File: src/rtl/ctrl_pkg.sv
// Shared definitions for the multi-cycle controller: opcode/funct constants,
// ALU function codes, FSM state encoding and the decoded control bundle.
package ctrl_pkg;

   // Primary opcodes (IR[31:26])
   localparam logic [5:0] OP_RTYPE = 6'b000000;
   localparam logic [5:0] OP_ADDI  = 6'b001000;
   localparam logic [5:0] OP_ANDI  = 6'b001100;
   localparam logic [5:0] OP_ORI   = 6'b001101;
   localparam logic [5:0] OP_XORI  = 6'b001110;
   localparam logic [5:0] OP_LW    = 6'b100011;
   localparam logic [5:0] OP_SW    = 6'b101011;
   localparam logic [5:0] OP_BEQ   = 6'b000100;

   // R-type function codes (IR[5:0])
   localparam logic [5:0] FN_AND  = 6'b100100;
   localparam logic [5:0] FN_OR   = 6'b100101;
   localparam logic [5:0] FN_XOR  = 6'b100110;
   localparam logic [5:0] FN_NOR  = 6'b100111;
   localparam logic [5:0] FN_ADD  = 6'b100000;
   localparam logic [5:0] FN_SUB  = 6'b100010;
   localparam logic [5:0] FN_SLT  = 6'b101010;
   localparam logic [5:0] FN_SLLV = 6'b000100;

   // ALU function codes, shared with the ALU
   typedef enum logic [2:0] {
      ALU_AND = 3'd0,
      ALU_OR  = 3'd1,
      ALU_XOR = 3'd2,
      ALU_NOR = 3'd3,
      ALU_ADD = 3'd4,
      ALU_SUB = 3'd5,
      ALU_SLT = 3'd6,
      ALU_SLL = 3'd7
   } alu_op_t;

   // Controller states
   typedef enum logic [2:0] {
      ST_FETCH   = 3'd0,
      ST_LOAD_IR = 3'd1,
      ST_DECODE  = 3'd2,
      ST_EXEC    = 3'd3,
      ST_MEM     = 3'd4,
      ST_WB      = 3'd5,
      ST_HALT    = 3'd6
   } state_t;

   // Decoded control bundle for one instruction
   typedef struct packed {
      alu_op_t alu_op;
      logic    alu_src_b;
      logic    ext_sel;
      logic    mem_to_reg;
      logic    is_lw;
      logic    is_sw;
      logic    is_beq;
      logic    is_wb;
      logic    illegal;
   } ctrl_t;

   // Byte displacement of a branch: sign-extended word offset times four
   function automatic logic [31:0] branch_disp(input logic [15:0] off);
      return {{14{off[15]}}, off, 2'b00};
   endfunction

endpackage

File: src/rtl/inst_decoder.sv
// Purely combinational instruction decoder: opcode/funct to control bundle.
// Unsupported encodings yield an all-zero bundle with only the illegal flag set.
module inst_decoder
   import ctrl_pkg::*;
(
   input  logic [5:0] opcode,
   input  logic [5:0] funct,
   output ctrl_t      ctrl
);

   // Translate the opcode (and funct for R-type) into control fields
   always_comb begin
      ctrl = '0;
      case (opcode)
         OP_RTYPE: begin
            ctrl.is_wb = 1'b1;
            case (funct)
               FN_AND:  ctrl.alu_op = ALU_AND;
               FN_OR:   ctrl.alu_op = ALU_OR;
               FN_XOR:  ctrl.alu_op = ALU_XOR;
               FN_NOR:  ctrl.alu_op = ALU_NOR;
               FN_ADD:  ctrl.alu_op = ALU_ADD;
               FN_SUB:  ctrl.alu_op = ALU_SUB;
               FN_SLT:  ctrl.alu_op = ALU_SLT;
               FN_SLLV: ctrl.alu_op = ALU_SLL;
               default: begin
                  ctrl         = '0;
                  ctrl.illegal = 1'b1;
               end
            endcase
         end
         OP_ADDI: begin
            ctrl.alu_op    = ALU_ADD;
            ctrl.alu_src_b = 1'b1;
            ctrl.ext_sel   = 1'b1;
            ctrl.is_wb     = 1'b1;
         end
         OP_ANDI: begin
            ctrl.alu_op    = ALU_AND;
            ctrl.alu_src_b = 1'b1;
            ctrl.is_wb     = 1'b1;
         end
         OP_ORI: begin
            ctrl.alu_op    = ALU_OR;
            ctrl.alu_src_b = 1'b1;
            ctrl.is_wb     = 1'b1;
         end
         OP_XORI: begin
            ctrl.alu_op    = ALU_XOR;
            ctrl.alu_src_b = 1'b1;
            ctrl.is_wb     = 1'b1;
         end
         OP_LW: begin
            ctrl.alu_op     = ALU_ADD;
            ctrl.alu_src_b  = 1'b1;
            ctrl.ext_sel    = 1'b1;
            ctrl.mem_to_reg = 1'b1;
            ctrl.is_lw      = 1'b1;
            ctrl.is_wb      = 1'b1;
         end
         OP_SW: begin
            ctrl.alu_op    = ALU_ADD;
            ctrl.alu_src_b = 1'b1;
            ctrl.ext_sel   = 1'b1;
            ctrl.is_sw     = 1'b1;
         end
         OP_BEQ: begin
            // Compare rs against rt, so operand B stays the register
            ctrl.alu_op  = ALU_SUB;
            ctrl.ext_sel = 1'b1;
            ctrl.is_beq  = 1'b1;
         end
         default: begin
            ctrl.illegal = 1'b1;
         end
      endcase
   end

endmodule

File: src/rtl/multicycle_ctrl.sv
// Multi-cycle fetch/decode/control unit. Holds PC and IR, sequences each
// instruction through FETCH..WB and drives the datapath control lines.
module multicycle_ctrl
   import ctrl_pkg::*;
#(
   parameter logic [31:0] PC_RESET = 32'h0000_0000,
   parameter int          ROM_AW   = 6
) (
   input  logic              clk,
   input  logic              Reset,
   input  logic [31:0]       Inst_Data,
   input  logic              ZF,
   output logic [ROM_AW-1:0] Inst_Addr,
   output logic [31:0]       PC,
   output logic [31:0]       IR,
   output logic [4:0]        RS,
   output logic [4:0]        RT,
   output logic [4:0]        W_Addr,
   output logic [15:0]       offset,
   output logic              Ext_Sel,
   output logic              ALU_SrcB,
   output logic [2:0]        ALU_OP,
   output logic              Write_Reg,
   output logic              Mem_Write,
   output logic              Mem_to_Reg,
   output logic              Illegal,
   output logic [2:0]        State
);

   state_t      state_r;
   logic [31:0] pc_r;
   logic [31:0] ir_r;
   ctrl_t       ctl_r;
   ctrl_t       dec_s;
   logic        illegal_r;
   logic        write_reg_r;
   logic        mem_write_r;

   // The decoder looks at the ROM word being latched so that the control
   // bundle can be registered alongside IR and is stable from DECODE on.
   inst_decoder u_dec (
      .opcode (Inst_Data[31:26]),
      .funct  (Inst_Data[5:0]),
      .ctrl   (dec_s)
   );

   // Sequencer: state, PC, IR, held control bundle and one-cycle strobes
   always_ff @(posedge clk) begin
      if (Reset) begin
         state_r     <= ST_FETCH;
         pc_r        <= PC_RESET;
         ir_r        <= 32'h0000_0000;
         ctl_r       <= '0;
         illegal_r   <= 1'b0;
         write_reg_r <= 1'b0;
         mem_write_r <= 1'b0;
      end else begin
         write_reg_r <= 1'b0;
         mem_write_r <= 1'b0;
         case (state_r)
            ST_FETCH: begin
               state_r <= ST_LOAD_IR;
            end
            ST_LOAD_IR: begin
               ir_r    <= Inst_Data;
               pc_r    <= pc_r + 32'd4;
               ctl_r   <= dec_s;
               state_r <= ST_DECODE;
            end
            ST_DECODE: begin
               if (ctl_r.illegal) begin
                  illegal_r <= 1'b1;
                  ctl_r     <= '0;
                  state_r   <= ST_HALT;
               end else begin
                  state_r <= ST_EXEC;
               end
            end
            ST_EXEC: begin
               if (ctl_r.is_beq) begin
                  // Target is relative to the already-incremented PC
                  if (ZF) begin
                     pc_r <= pc_r + branch_disp(ir_r[15:0]);
                  end else begin
                     pc_r <= pc_r;
                  end
                  ctl_r   <= '0;
                  state_r <= ST_FETCH;
               end else if (ctl_r.is_lw || ctl_r.is_sw) begin
                  mem_write_r <= ctl_r.is_sw;
                  state_r     <= ST_MEM;
               end else if (ctl_r.is_wb) begin
                  write_reg_r <= 1'b1;
                  state_r     <= ST_WB;
               end else begin
                  ctl_r   <= '0;
                  state_r <= ST_FETCH;
               end
            end
            ST_MEM: begin
               if (ctl_r.is_lw) begin
                  write_reg_r <= 1'b1;
                  state_r     <= ST_WB;
               end else begin
                  ctl_r   <= '0;
                  state_r <= ST_FETCH;
               end
            end
            ST_WB: begin
               ctl_r   <= '0;
               state_r <= ST_FETCH;
            end
            ST_HALT: begin
               state_r <= ST_HALT;
            end
            default: begin
               ctl_r   <= '0;
               state_r <= ST_FETCH;
            end
         endcase
      end
   end

   assign Inst_Addr  = pc_r[ROM_AW+1:2];
   assign PC         = pc_r;
   assign IR         = ir_r;
   assign RS         = ir_r[25:21];
   assign RT         = ir_r[20:16];
   assign offset     = ir_r[15:0];
   assign W_Addr     = (ir_r[31:26] == OP_RTYPE) ? ir_r[15:11] : ir_r[20:16];
   assign Ext_Sel    = ctl_r.ext_sel;
   assign ALU_SrcB   = ctl_r.alu_src_b;
   assign ALU_OP     = ctl_r.alu_op;
   assign Mem_to_Reg = ctl_r.mem_to_reg;
   assign Illegal    = illegal_r;
   assign State      = state_r;
   // Reset cuts the strobes immediately so an interrupted instruction never writes
   assign Write_Reg  = write_reg_r & ~Reset;
   assign Mem_Write  = mem_write_r & ~Reset;

endmodule

File: config.mk
export PLATFORM = sky130hd
export DESIGN_NAME = multicycle_ctrl
export DESIGN_NICKNAME = d
export VERILOG_FILES = /design/src/rtl/ctrl_pkg.sv /design/src/rtl/inst_decoder.sv /design/src/rtl/multicycle_ctrl.sv
export SDC_FILE = /design/constraint.sdc
export NUM_CORES = 1
export LEC_CHECK = 0
export ABC_AREA = 1
export ABC_CLOCK_PERIOD_IN_PS = 7310
export CAP_MARGIN = 15
export CORE_MARGIN = 2
export CORE_UTILIZATION = 50
export DETAILED_ROUTE_END_ITERATION = 7
export HOLD_SLACK_MARGIN = 0.03
export PLACE_DENSITY = 0.79
export REMOVE_ABC_BUFFERS = 1
export SYNTH_ARGS = -nofsm -noshare
export SYNTH_HDL_FRONTEND = slang
export SYNTH_HIERARCHICAL = 1
export SYNTH_SLANG_ARGS = --single-unit
File: constraint.sdc
create_clock -name clk -period 7.31 [get_ports clk]
set_input_delay 0.731 -clock clk [delete_from_list [all_inputs] [get_ports clk]]
set_output_delay 0.731 -clock clk [all_outputs]
set_load 0.03 [all_outputs]
==> results of run 1 <==
## layer usage
layer / share of wire / vias to the layer above / wire, um
met5: 0 / - / 0
met4: 0.015 / 0 / 225
met3: 0.062 / 21 / 921
met2: 0.47 / 162 / 7010
met1: 0.45 / 2577 / 6700
li1: - / 2935 / -
## sequential cells by signal, summed over array words and instances (netlist names)
signal,flops
State,3
mem_write_r,1
PC,30
IR,32
write_reg_r,1
ALU_SrcB,1
Ext_Sel,1
Mem_to_Reg,1
Illegal,1
ctl_r,5
ALU_OP,3
## synth_stat cells (3+ instances only)
| library cell | n |
|---|---|
| o211ai_1 | 6 |
| nor2_2 | 7 |
| buf_4 | 39 |
| o21ai_0 | 63 |
| inv_2 | 7 |
| nand2_1 | 166 |
| dfxtp_1 | 79 |
| ha_1 | 15 |
| buf_2 | 4 |
| inv_1 | 115 |
| a21oi_1 | 54 |
| a41oi_1 | 11 |
| nand4_1 | 4 |
| nand2_2 | 6 |
| clkbuf_1 | 20 |
| a31oi_1 | 6 |
| o21ai_1 | 3 |
| nand3b_1 | 5 |
| xnor2_1 | 8 |
| nand3_1 | 60 |
| nor2_1 | 150 |
| xor2_1 | 10 |
| nand3_2 | 5 |
## critical path, delay by kind of cell (launching register included)
kind / cells / cell delay, ns
and+or+nand+nor: 14 / 1.83
DFF: 1 / 0.46
adders and majority gates: 2 / 0.40
buffers and inverters: 3 / 0.36
AOI/OAI and AO/OA: 1 / 0.21
## per-stage QoR
| step | std cells | utilization | hold slack, ns | setup WS [ns] |
|---|---|---|---|---|
| after floorplan | 806 | - | 0.438 | 4.30 |
| after global placement | 1096 | 0.626 | 0.453 | 4.09 |
| after detailed placement | 1096 | 0.626 | 0.455 | 3.99 |
| after CTS | 1112 | 0.645 | 0.472 | 3.98 |
| after global routing | 1112 | 0.645 | 0.492 | 3.56 |
| final | 1112 | 0.645 | 0.467 | 3.98 |
## logic make-up (layout without fill, tap and decap cells)
logic type,after synthesis,count (layout),share of synthesized area
flops,79,79,0.289
other cells,1,2,0.000686
compound gates,153,153,0.158
buf+inv,189,289,0.159
simple gates,415,415,0.327
xor+xnor,18,18,0.0288
fa+ha+maj,16,16,0.0380
## final timing paths
check                                 end       from
worst max register to register     PC[28]   State[1]
worst max-delay path               PC[28]   State[1]
worst min register to register  ALU_OP[2]  ALU_OP[2]
worst min-delay path            ALU_OP[2]  ALU_OP[2]
## layout make-up
type / instances / area (sq um)
Inverter: 123 / 462
Timing Repair Buffer: 150 / 1490
Clock inverter: 7 / 72.6
Fill cell: 1025 / 3820
Multi-Input combinational cell: 604 / 3020
Sequential cell: 79 / 1580
Tap cell: 140 / 175
Clock buffer: 9 / 124
## power groups by stage
stage	clock (W)	sequential (W)	combinational, W
finish	0.000335	0.000526	0.000574
global route	0.000358	0.000532	0.000623
CTS	0.000339	0.000526	0.000575
detailed placement	0	0.000535	0.000573
global placement	0	0.000534	0.000569
floorplan	0	0.000666	0.000206
==> results_dict.tcl, run 1 <==
set metrics [dict create \
    max_cap_viol_count 0 \
    ys.flop_type "dfxtp_1" \
    grt.busiest_layer "met2" \
    final_hold_viol_count 0 \
    ys_types 45 \
    cts_sinks 79 \
    period_needed_ns 3.33 \
    tightest_slew_ns 1.08 \
    post_cts_buffers 0 \
    syn_to_final_growth_pct 26.7 \
    yosysTopAreaCell "dfxtp_1" \
    p_leak_nw 3.19 \
    ios 148 \
    initialDrtViolationCount 242 \
    final.setup.tns_ns 0 \
    cts_tree "done" \
    grt.met3_usage 0.0591 \
    max_clock_freq_ghz 0.300 \
    outcome "complete, no violations" \
    critical_path.slowest_cell "dfxtp_1" \
    root_buffer "clkbuf_8" \
    finalClockSkew_ns 0.0143 \
    portBuffers 145 \
    ir_worst_vdd_uv 124 \
    ys_ff_latch 79 \
    coreArea_sq_um 10700 \
    maxSlewHeadroom 0.281 \
    postRouteAntennaNets 0 \
    ys_top_cells_by_area "dfxtp_1 29%, nand2_1 11%, nor2_1 10%" \
    setup_viol 0 \
    max_stage_delay_ns 0.46 \
    layout_commonest_cell "nand2_1" \
    final_area_sq_um 6930 \
    final_cell_mix "166 x nand2_1, 149 x nor2_1, 145 x clkdlybuf4s50_1, 115 x inv_1, 79 x dfxtp_1" \
    synth_cells 871 \
    wl_per_cell_um 13.4 \
    insertion_delay_ns 0.37 \
    ctsHtreeMaxLevel 3 \
    crit_path_start_kind "register" \
    nets 1018 \
    synth_edf_count 0 \
    dpl.hpwl_mm 11.0 \
    comb_power_share 0.400 \
    crit_fanout 17 \
    worstSetupPathType "reg -> reg" \
    fin_crit_sh 0.456 \
    die_h_um 109 \
    synth_top_area_share 0.289 \
    start_util 0.509 \
    gp_congestion 0.894 \
    grt_pass1_vias 5358 \
    yosysWarnings 6 \
    critPathArrivalTime_ns 3.60 \
    antenna_found_initial 0 \
    numCtsBuffers 9 \
    slew_viol_final 0 \
    gr-total-overflow 0 \
    path_cells "nand2_1 -> nor2_4 -> inv_2 -> or2_2 -> ha_1 -> inv_1 -> fa_1 -> o21ai_0 -> nand2_1 -> nand2_1 -> nand2_1 -> nand2_1 -> nand2_1 -> nand2_1 -> nand2_1 -> nand2_1 -> nand2_1 -> nand3_1 -> nand2_1 -> inv_1" \
    postCtsHoldBufs 0 \
    r2r_cells 20 \
    clkPwrFrac 0.234 \
    dpl_cell_area_sq_um 6730 \
    p_int_w 0.000852 \
    vias 5695 \
    fp-row-count 38 \
    avgSynthCellArea_sq_um 6.28 \
    netlist_area_sq_um 5470 \
    hp-class "reg -> reg" \
    path_clk_slew_ns 0.09 \
    grt_first_pass_wirelength_mm 24.7 \
    async_flop_share 0 \
    die_area_sq_um 11800 \
    grtUsageTotal 0.261 \
    cts_resized 0 \
    use_met1 0.332 \
    crit_top_cell "nand2_1" \
    via_per_inst 5.12 \
    seq_power_share 0.366 \
    rsz0062_at_grt "false" \
    endpoint_kind "register" \
    grt_max_degree 43 \
    wl_mm 14.9 \
    p_total_w 0.00143 \
    diodes 0 \
    drive_above_1_share 0.0586 \
    switchingPower_w 0.000583 \
    p_per_area_nw_per_um2 207 \
    max-clock-path-buffers 2 \
    drc 0 \
    yosysSeqAreaShare 0.289 \
    worstPathRequired_ns 7.58 \
    r2r_slack_ns 3.98 \
    grt_use_met2 0.443 \
    first_pass_iters 7 \
    p_sw_frac 0.406 \
    die_width_um 109 \
    whs_path_depth 2 \
]
(Power assumes the default switching activity.)
==> run 2, diff against run 1 <==
--- a/config.mk
+++ b/config.mk
@@ -6,13 +6,13 @@
 export NUM_CORES = 1
 export LEC_CHECK = 0
 export ABC_AREA = 1
-export ABC_CLOCK_PERIOD_IN_PS = 7310
+export ABC_CLOCK_PERIOD_IN_PS = 2700
 export CAP_MARGIN = 15
 export CORE_MARGIN = 2
-export CORE_UTILIZATION = 50
+export CORE_UTILIZATION = 45
 export DETAILED_ROUTE_END_ITERATION = 7
 export HOLD_SLACK_MARGIN = 0.03
-export PLACE_DENSITY = 0.79
+export PLACE_DENSITY = 0.75
 export REMOVE_ABC_BUFFERS = 1
 export SYNTH_ARGS = -nofsm -noshare
 export SYNTH_HDL_FRONTEND = slang
==> constraint.sdc (replaced) <==
create_clock -name clk -period 2.7 [get_ports clk]
set_input_delay 0.27 -clock clk [delete_from_list [all_inputs] [get_ports clk]]
set_output_delay 0.27 -clock clk [all_outputs]
set_load 0.03 [all_outputs]
==> run 2 against run 1 <==
  * Clock power rose to 3.4 times the previous value
  * Design area rose by 2.7%
  * Register-to-register slack got worse by 3.7 ns
  * Utilization fell by 4.8 points
  * Flip-flop and latch count did not move
  * Non-clock buffer count rose by 11
  * Combinational power rose to 2.8 times the previous value
  * First-iteration DRC count rose by 21%
  * Critical path depth fell by 16
  * Sequential share of layout area fell by 0.59 points
  * Final cell count rose by 1.6%
  * Power rose to 2.9 times the previous value
  * Highest routed layer unchanged
==> results_dict.tcl, run 2 (same netlist as run 1, synthesis figures left out) <==
set metrics [dict create \
    final_cell_mix "163 x nand2_1, 148 x nor2_1, 143 x clkdlybuf4s50_1, 115 x inv_1, 79 x dfxtp_1" \
    r2r_cells 18 \
    max_stage_delay_ns 0.73 \
    grtUsageTotal 0.238 \
    min_to "ALU_OP[1]" \
    portBuffers 145 \
    maxSlewHeadroom 0.434 \
    tightest_slew_ns 0.848 \
    final.fill_count 1165 \
    worstPathRequired_ns 2.43 \
    layout_commonest_cell "nand2_1" \
    vias 5707 \
    holdWs_ns 0.464 \
    hp-class "reg -> reg" \
    gp_congestion 0.914 \
    drc 0 \
    max_clock_freq_ghz 0.393 \
    largest_reg_flops 32 \
    cts_tree "done" \
    rsz0062_at_grt "true" \
    ctsHtreeMaxLevel 3 \
    period_needed_ns 2.54 \
    start_util 0.459 \
    critPathBufInv 1 \
    gr-total-overflow 0 \
    fp-row-count 40 \
    coreArea_sq_um 11900 \
    path_clk_slew_ns 0.06 \
    setup_viol 0 \
    postRouteAntennaNets 0 \
    initialDrtViolationCount 293 \
    endpoint_kind "primary output" \
    critPathTopFamily "buffers and inverters" \
    numCtsBuffers 9 \
    drive_above_1_share 0.0783 \
    grt_pass1_vias 5241 \
    insertion_delay_ns 0.35 \
    final.setup.tns_ns 0 \
    max_cap_viol_count 0 \
    crit_fanout 10 \
    antenna_found_initial 0 \
    p_leak_nw 3.28 \
    dpl.hpwl_mm 11.2 \
    syn_to_final_growth_pct 30.1 \
    nets 1029 \
    ios 148 \
    first_pass_iters 5 \
    final_hold_viol_count 0 \
    path_cells "nor4_1 -> nand2_2 -> o21ai_0 -> clkdlybuf4s50_1" \
    critPathArrivalTime_ns 2.27 \
    hold_start "ALU_OP[1]" \
    die_area_sq_um 13000 \
    slew_viol_final 0 \
    via_per_inst 5.05 \
    final_core_util 0.597 \
    critical_path.slowest_cell "clkdlybuf4s50_1" \
    crit_path_start_kind "register" \
    p_per_area_nw_per_um2 585 \
    cts_sinks 79 \
    root_buffer "clkbuf_16" \
    die_width_um 114 \
    timing.rr.end "PC[25]" \
    r2r_slack_ns 0.24 \
    wl_mm 15.2 \
    fin_crit_sh 0.942 \
    worstSetupPathType "reg -> out" \
    die_h_um 114 \
    grt_first_pass_wirelength_mm 25.0 \
    diodes 0 \
    ir_worst_vdd_uv 319 \
    wl_per_cell_um 13.5 \
    outcome "complete, no violations" \
    grt_max_degree 46 \
    finalClockSkew_ns 0.00936 \
    r2r_start "State[1]" \
    max-clock-path-buffers 2 \
    whs_path_depth 2 \
]
-- run 2: cell types whose count changed in the layout (fill, tap and decap cells not counted), moves of 2 or more --
cell / delta
clkbuf_16: +9
clkbuf_8: -9
clkdlybuf4s50_1: -2
buf_4: +13
nand2_1: -3
nand2_2: +3
-- run 2: tightest hold or removal path, stage by stage, from the launching register on --
cell and delay, ns:
dfxtp_1 0.31, nand2_1 0.06, a21oi_1 0.05
-- run 2: worst max path at each step --
stage              from        end  slack (ns)  cells after the start
3_5_place_dp   State[1]     PC[28]        0.16                     20
6_report         IR[27]  W_Addr[4]        0.16                      4
5_1_grt        State[1]     PC[21]      -0.005                     18
4_1_cts          IR[27]  W_Addr[3]        0.05                      4
2_1_floorplan  State[1]     PC[28]       -0.31                     20
3_3_place_gp   State[1]     PC[24]        0.22                     20
-- run 2: where the power goes --
group          switching (W)  total, W  internal (W)
Combinational       0.000992   0.00159      0.000595
Sequential          0.000118   0.00142       0.00130
Clock               0.000530   0.00115      0.000622
Total                0.00164   0.00416       0.00252
-- run 2: repair_timing --
action / in CTS / in global routing
setup endpoints to repair: 0 / 9
buffers inserted: 0 / 1
hold buffers: 0 / 0
gates resized for setup: 0 / 8
-- run 2: layer usage --
layer,share of wire,global-route usage,vias up
met1,0.46,0.308,2552
li1,-,-,2965
met2,0.46,0.398,173
met5,0,0,-
met3,0.062,0.0455,17
met4,0.016,0.0829,0
-- run 2: metrics by stage --
step | setup WS (ns) | cells | instance area, sq um | total power, W
CTS | 0.0466 | 1129 | 7090 | 0.00417
global placement | 0.219 | 1113 | 6810 | 0.00301
global route | -0.00544 | 1130 | 7110 | 0.00437
floorplan | -0.306 | 806 | 5060 | 0.00236
finish | 0.157 | 1130 | 7110 | 0.00416
detailed placement | 0.163 | 1113 | 6810 | 0.00302
-- run 2: final cells by class --
cell class | count | area, sq um | share of cell area
timing repair buffer | 161 | 1570 | 0.220
clock buffer | 9 | 225 | 0.0317
tap | 147 | 184 | 0.0259
clock inverter | 7 | 50.0 | 0.00704
sequential | 79 | 1580 | 0.222
inverter | 123 | 462 | 0.0649
multi-input combinational | 604 | 3040 | 0.428
==> RTL change 1: new RTL, flow settings as in run 2 <==
Set the parameter `ROM_AW` to 5 (it was 6).
--- a/src/rtl/multicycle_ctrl.sv
+++ b/src/rtl/multicycle_ctrl.sv
@@ -4,7 +4,7 @@
    import ctrl_pkg::*;
 #(
    parameter logic [31:0] PC_RESET = 32'h0000_0000,
-   parameter int          ROM_AW   = 6
+   parameter int          ROM_AW   = 5
 ) (
    input  logic              clk,
    input  logic              Reset,
Interface: changed (resized Inst_Addr); port bits go from 148 to 147. The function was not compared with the original's and may differ.
==> RTL change 1 against run 2 <==
Setup slack lost 0.070 ns. Non-clock buffer count shrank 1. Global-route usage grew 0.14 points. Design area grew 1.1%. Wire length shrank 0.13%. Register-to-register slack lost 0.04 ns. Critical path depth is the same. Cell count is essentially flat. Sequential cell count is the same. Total power grew 5.3%. Synthesized area shrank 0.14%. Critical path type unchanged. Largest cell class unchanged.
==> RTL change 1: results (changes against run 2) <==
outcome=finished clean; CP Data Arrival Time=2.34 ns (+0.07 ns); placed cell count=1112 (-0.090%); H-tree depth=3 (unchanged); ANT nets after route=0 (unchanged); non-clk buf share=0.216 (-0.00381); main area contributors after synthesis=dfxtp_1 29%, nand2_1 11%, nor2_1 10%, inv_1 7.9%, o21ai_0 5.8%; WHS=0.463 ns (-0.000706 ns); routed length per instance=13.5 µm (about the same); Non-Clock Buffer Count=160 (-0.62%); Cell variety after synth=45 (unchanged); worst flop-to-flop path endpoint=PC[28]$_SDFFE_PP0P_; Post-Synth XOR/XNOR Area=0.0289 (+0.0000396); Leak=3.32 nW (+1.2%); global-route wire length before repair=25100 µm (+0.63%); Max-slew headroom=0.433 (-0.00110); fill count=1138 (-2.3%); crit-path leading delay family=buffers and inverters; storage element area=1580 µm² (about the same); Syn Area/Cell=6.28 µm² (about the same); Seq/Total Area, Yosys=0.290 (+0.000398); Fmax=383 MHz (-2.7%); Layout clock area frac=0.0465 (+0.00775); Place WS=0.149 ns (-0.0138 ns); Reg2Reg Depth=21 (+3); min-delay src=ALU_SrcB$_SDFFE_PP0P_; Hold Crit Endpoint=ALU_SrcB$_SDFFE_PP0P_; slowest CP cell=clkdlybuf4s50_1; vias in the first global route=5390 (+2.8%); clkbuf count=12 (+3); Nets=1028 (-0.097%); vias per inst=5.09 (+0.77%); worst hold path type=reg -> reg; multiplexer area fraction after synthesis=0 (unchanged); die footprint=13000 µm² (-0.13%); flop-to-flop setup slack=0.20 ns (-0.04 ns); placed cell area=6800 µm² (-0.15%); gr usage total=0.240 (+0.00136); most instantiated cells after synthesis=166 x nand2_1, 150 x nor2_1, 115 x inv_1; Starting DRT DRC Count=331 (+13%); main flop type after synthesis=dfxtp_1; DP HPWL=11200 µm (+0.27%); Core Util, Final=0.604 (+0.00662); fraction of layout cells with a size suffix above 1=0.0845 (+0.00619); worst setup path endpoint=W_Addr[3]; adder-cell share of the synthesized area=0.0380 (+0.0000522); Final GP Congestion=0.931 (+1.8%); Peak VDD IR=386 µV (+21%); DRT Wirelength=15200 µm (-0.13%); PortBufs=144 (-0.69%); clk_skew=0.00725 ns (-0.00211 ns); clk buf depth=2 (unchanged); Antenna Cells=0 (unchanged); fraction of area in multi-input gates=0.427 (-0.000688); compound-gate portion of the synthesized area=0.158 (+0.000217)
RTL change 1: changes by cell type in the layout (fill, tap and decap cells not counted), moves of 2 or more:
cell        before  now
clkbuf_8         0    2
clkinv_2         2    0
nand2_1        163  160
clkinvlp_4       3    0
nand2_2          9   12
bufinv_16        0    2
RTL change 1: cell families after synthesis:
group / Yosys count
compound gates: 153
xor+xnor: 18
fa+ha+maj: 16
buf+inv: 188
flops: 79
other cells: 1
simple gates: 415
RTL change 1: per-layer routing:
layer | up-vias | track usage | share of wire
met1 | 2576 | 0.300 | 0.44
met4 | 0 | 0.0935 | 0.022
met3 | 27 | 0.0476 | 0.072
met2 | 187 | 0.406 | 0.46
li1 | 2956 | - | -
met5 | - | 0 | 0
RTL change 1: report_power, final:
| group | leakage (nW) | switching [mW] | internal [mW] |
|---|---|---|---|
| clock network | 0.163 | 0.512 | 0.864 |
| logic | 2.50 | 0.987 | 0.593 |
| registers | 0.650 | 0.119 | 1.30 |
| total | 3.32 | 1.62 | 2.76 |
==> RTL change 2: new RTL, flow settings as in run 2 <==
Made on the original files. Register the output `Inst_Addr`, with the module's reset; this adds one clock of latency there. The other outputs are not delayed to match.
--- a/src/rtl/multicycle_ctrl.sv
+++ b/src/rtl/multicycle_ctrl.sv
@@ -121,7 +121,13 @@
       end
    end
 
-   assign Inst_Addr  = pc_r[ROM_AW+1:2];
+   always_ff @(posedge clk) begin
+      if (Reset) begin
+         Inst_Addr <= '0;
+      end else begin
+         Inst_Addr <= pc_r[ROM_AW+1:2];
+      end
+   end
    assign PC         = pc_r;
    assign IR         = ir_r;
    assign RS         = ir_r[25:21];
Check against the original RTL: not equivalent (Yosys sat finds a counterexample within 4 cycles, from zero or initial values and one cycle with Reset high).
==> RTL change 2 against run 2 <==
Setup slack worse by 0.024 ns. Sequential share of layout area up 0.55 points. Synthesized area up 4.6%. Clock skew down 0.0012 ns. Largest cell class unchanged. Total power up 43%. Hold slack better by 0.0052 ns. Design area up 5.0%. Critical path depth unchanged. Sequential cell count up 6. Wire length up 7.7%. Cell count up 4.8%.
==> RTL change 2: results (changes against run 2) <==
Place WS=0.196 ns (+0.0329 ns); CP Data Arrival Time=2.30 ns (+0.03 ns); Clock Latency Late Sink=0.35 ns (about the same); Signal inverters=136 (+11%); DP HPWL=12600 µm (+13%); non-clk buf share=0.213 (-0.00750); routed length per instance=13.8 µm (+2.8%); PortBufs=145 (unchanged); Nets=1058 (+2.8%); Die W=117 µm (+2.2%); max FFs per register=32 (unchanged); fraction of area in multi-input gates=0.421 (-0.00703); Cell variety after synth=41 (-8.9%); main flop type after synthesis=dfxtp_1; Max Fanout on Critical Path=10 (unchanged); Layout clock area frac=0.0414 (+0.00268); DRT Wirelength=16400 µm (+7.7%); Antenna Cells=0 (unchanged); clk buf depth=2 (unchanged); storage element area=1700 µm² (+7.6%); placed cell count=1168 (+4.9%); cts bufs inserted=9 (unchanged); Root Driver=clkbuf_16; Yosys warning count=6 (unchanged); most instantiated cells after synthesis=145 x nand2_1, 138 x nor2_1, 133 x inv_1; first-pass iteration count of the detailed router=5 (unchanged); Seq area share=0.228 (+0.00546); Async SR Flop Fraction=0 (unchanged); largest net degree at the start of global routing=40 (-13%); pin slew with the least headroom to its limit=0.526 ns (-0.322 ns); vias in the first global route=5550 (+5.9%); initial antenna violation count=0 (unchanged); clkbuf count=10 (+1); multi-input gate count=613 (+1.5%); outcome=finished clean; number of synthesized register bits=85 (+7.6%); via count=5941 (+4.1%); gr usage total=0.247 (+0.00861); worst hold path type=reg -> reg; main area contributors after synthesis=dfxtp_1 30%, nand2_1 9.5%, nor2_1 9.1%, inv_1 8.7%, o21ai_0 6.5%; clk_skew=0.00812 ns (-0.00123 ns); Non-Clock Buffer Count=162 (+0.62%); Final GP Congestion=0.933 (+2.1%); placed cell area=7140 µm² (+4.8%); fill count=1211 (+3.9%); Seq/Total Area, Yosys=0.298 (+0.00828); fraction of layout cells with a size suffix above 1=0.0949 (+0.0165); Post-CTS Setup Bufs=0 (unchanged); Leak=3.39 nW (+3.5%); Starting DRT DRC Count=335 (+14%); cell count after synthesis=896 (+2.9%); Peak VDD IR=492 µV (+54%); CTS resizes=0 (unchanged); H-tree depth=3 (unchanged); global-route wire length before repair=26500 µm (+6.3%)
[RTL change 2: cell types whose count changed after synthesis, sizes merged, moves of 2 or more]
cell and delta:
o211ai -4, xnor2 -2, nand3 +8, dfxtp +6, a211oi +2, nand2 -2, o21ai +10, buf -7
nor2 -5, nand4 +2, clkbuf +4, inv +14
[RTL change 2: worst max-delay path, cell delays in order (launching register included)]
cell and delay (ns):
dfxtp_1 0.33, nor4_1 0.40, nand2_2 0.26, o21ai_0 0.24, clkdlybuf4s50_1 0.70
[RTL change 2: routing by layer]
metal  wire [µm]  GRT usage  up-vias
li1            -          -     3053
met1        7100      0.304     2680
met2        8010      0.430      178
met3         916     0.0509       30
met4         354     0.0831        0
met5           0          0        -
[RTL change 2: final timing paths]
path                          from               endpoint  slack, ns  depth (start not counted)
max            IR[27]$_SDFFE_PP0P_              W_Addr[3]       0.13                          4
min          ALU_SrcB$_SDFFE_PP0P_  ALU_SrcB$_SDFFE_PP0P_       0.47                          2
max reg2reg    State[2]$_SDFF_PP0_    PC[15]$_SDFFE_PP0P_       0.25                         14
min reg2reg  ALU_SrcB$_SDFFE_PP0P_  ALU_SrcB$_SDFFE_PP0P_       0.47                          2
[RTL change 2: cell families after synthesis]
family / after synthesis / synth area share
adders and majority gates: 16 / 0.0363
xor gates and xnor gates: 17 / 0.0260
buffers and inverters: 199 / 0.158
AOI/OAI and AO/OA: 158 / 0.152
DFF: 85 / 0.298
other: 1 / 0.000656
and+or+nand+nor: 420 / 0.329
[RTL change 2: power breakdown]
group	switching [mW]	internal (mW)	total [mW]	leakage [nW]
sequential	0.225	1.52	1.74	0.698
combinational	1.84	1.06	2.90	2.55
clock	0.549	0.747	1.30	0.141
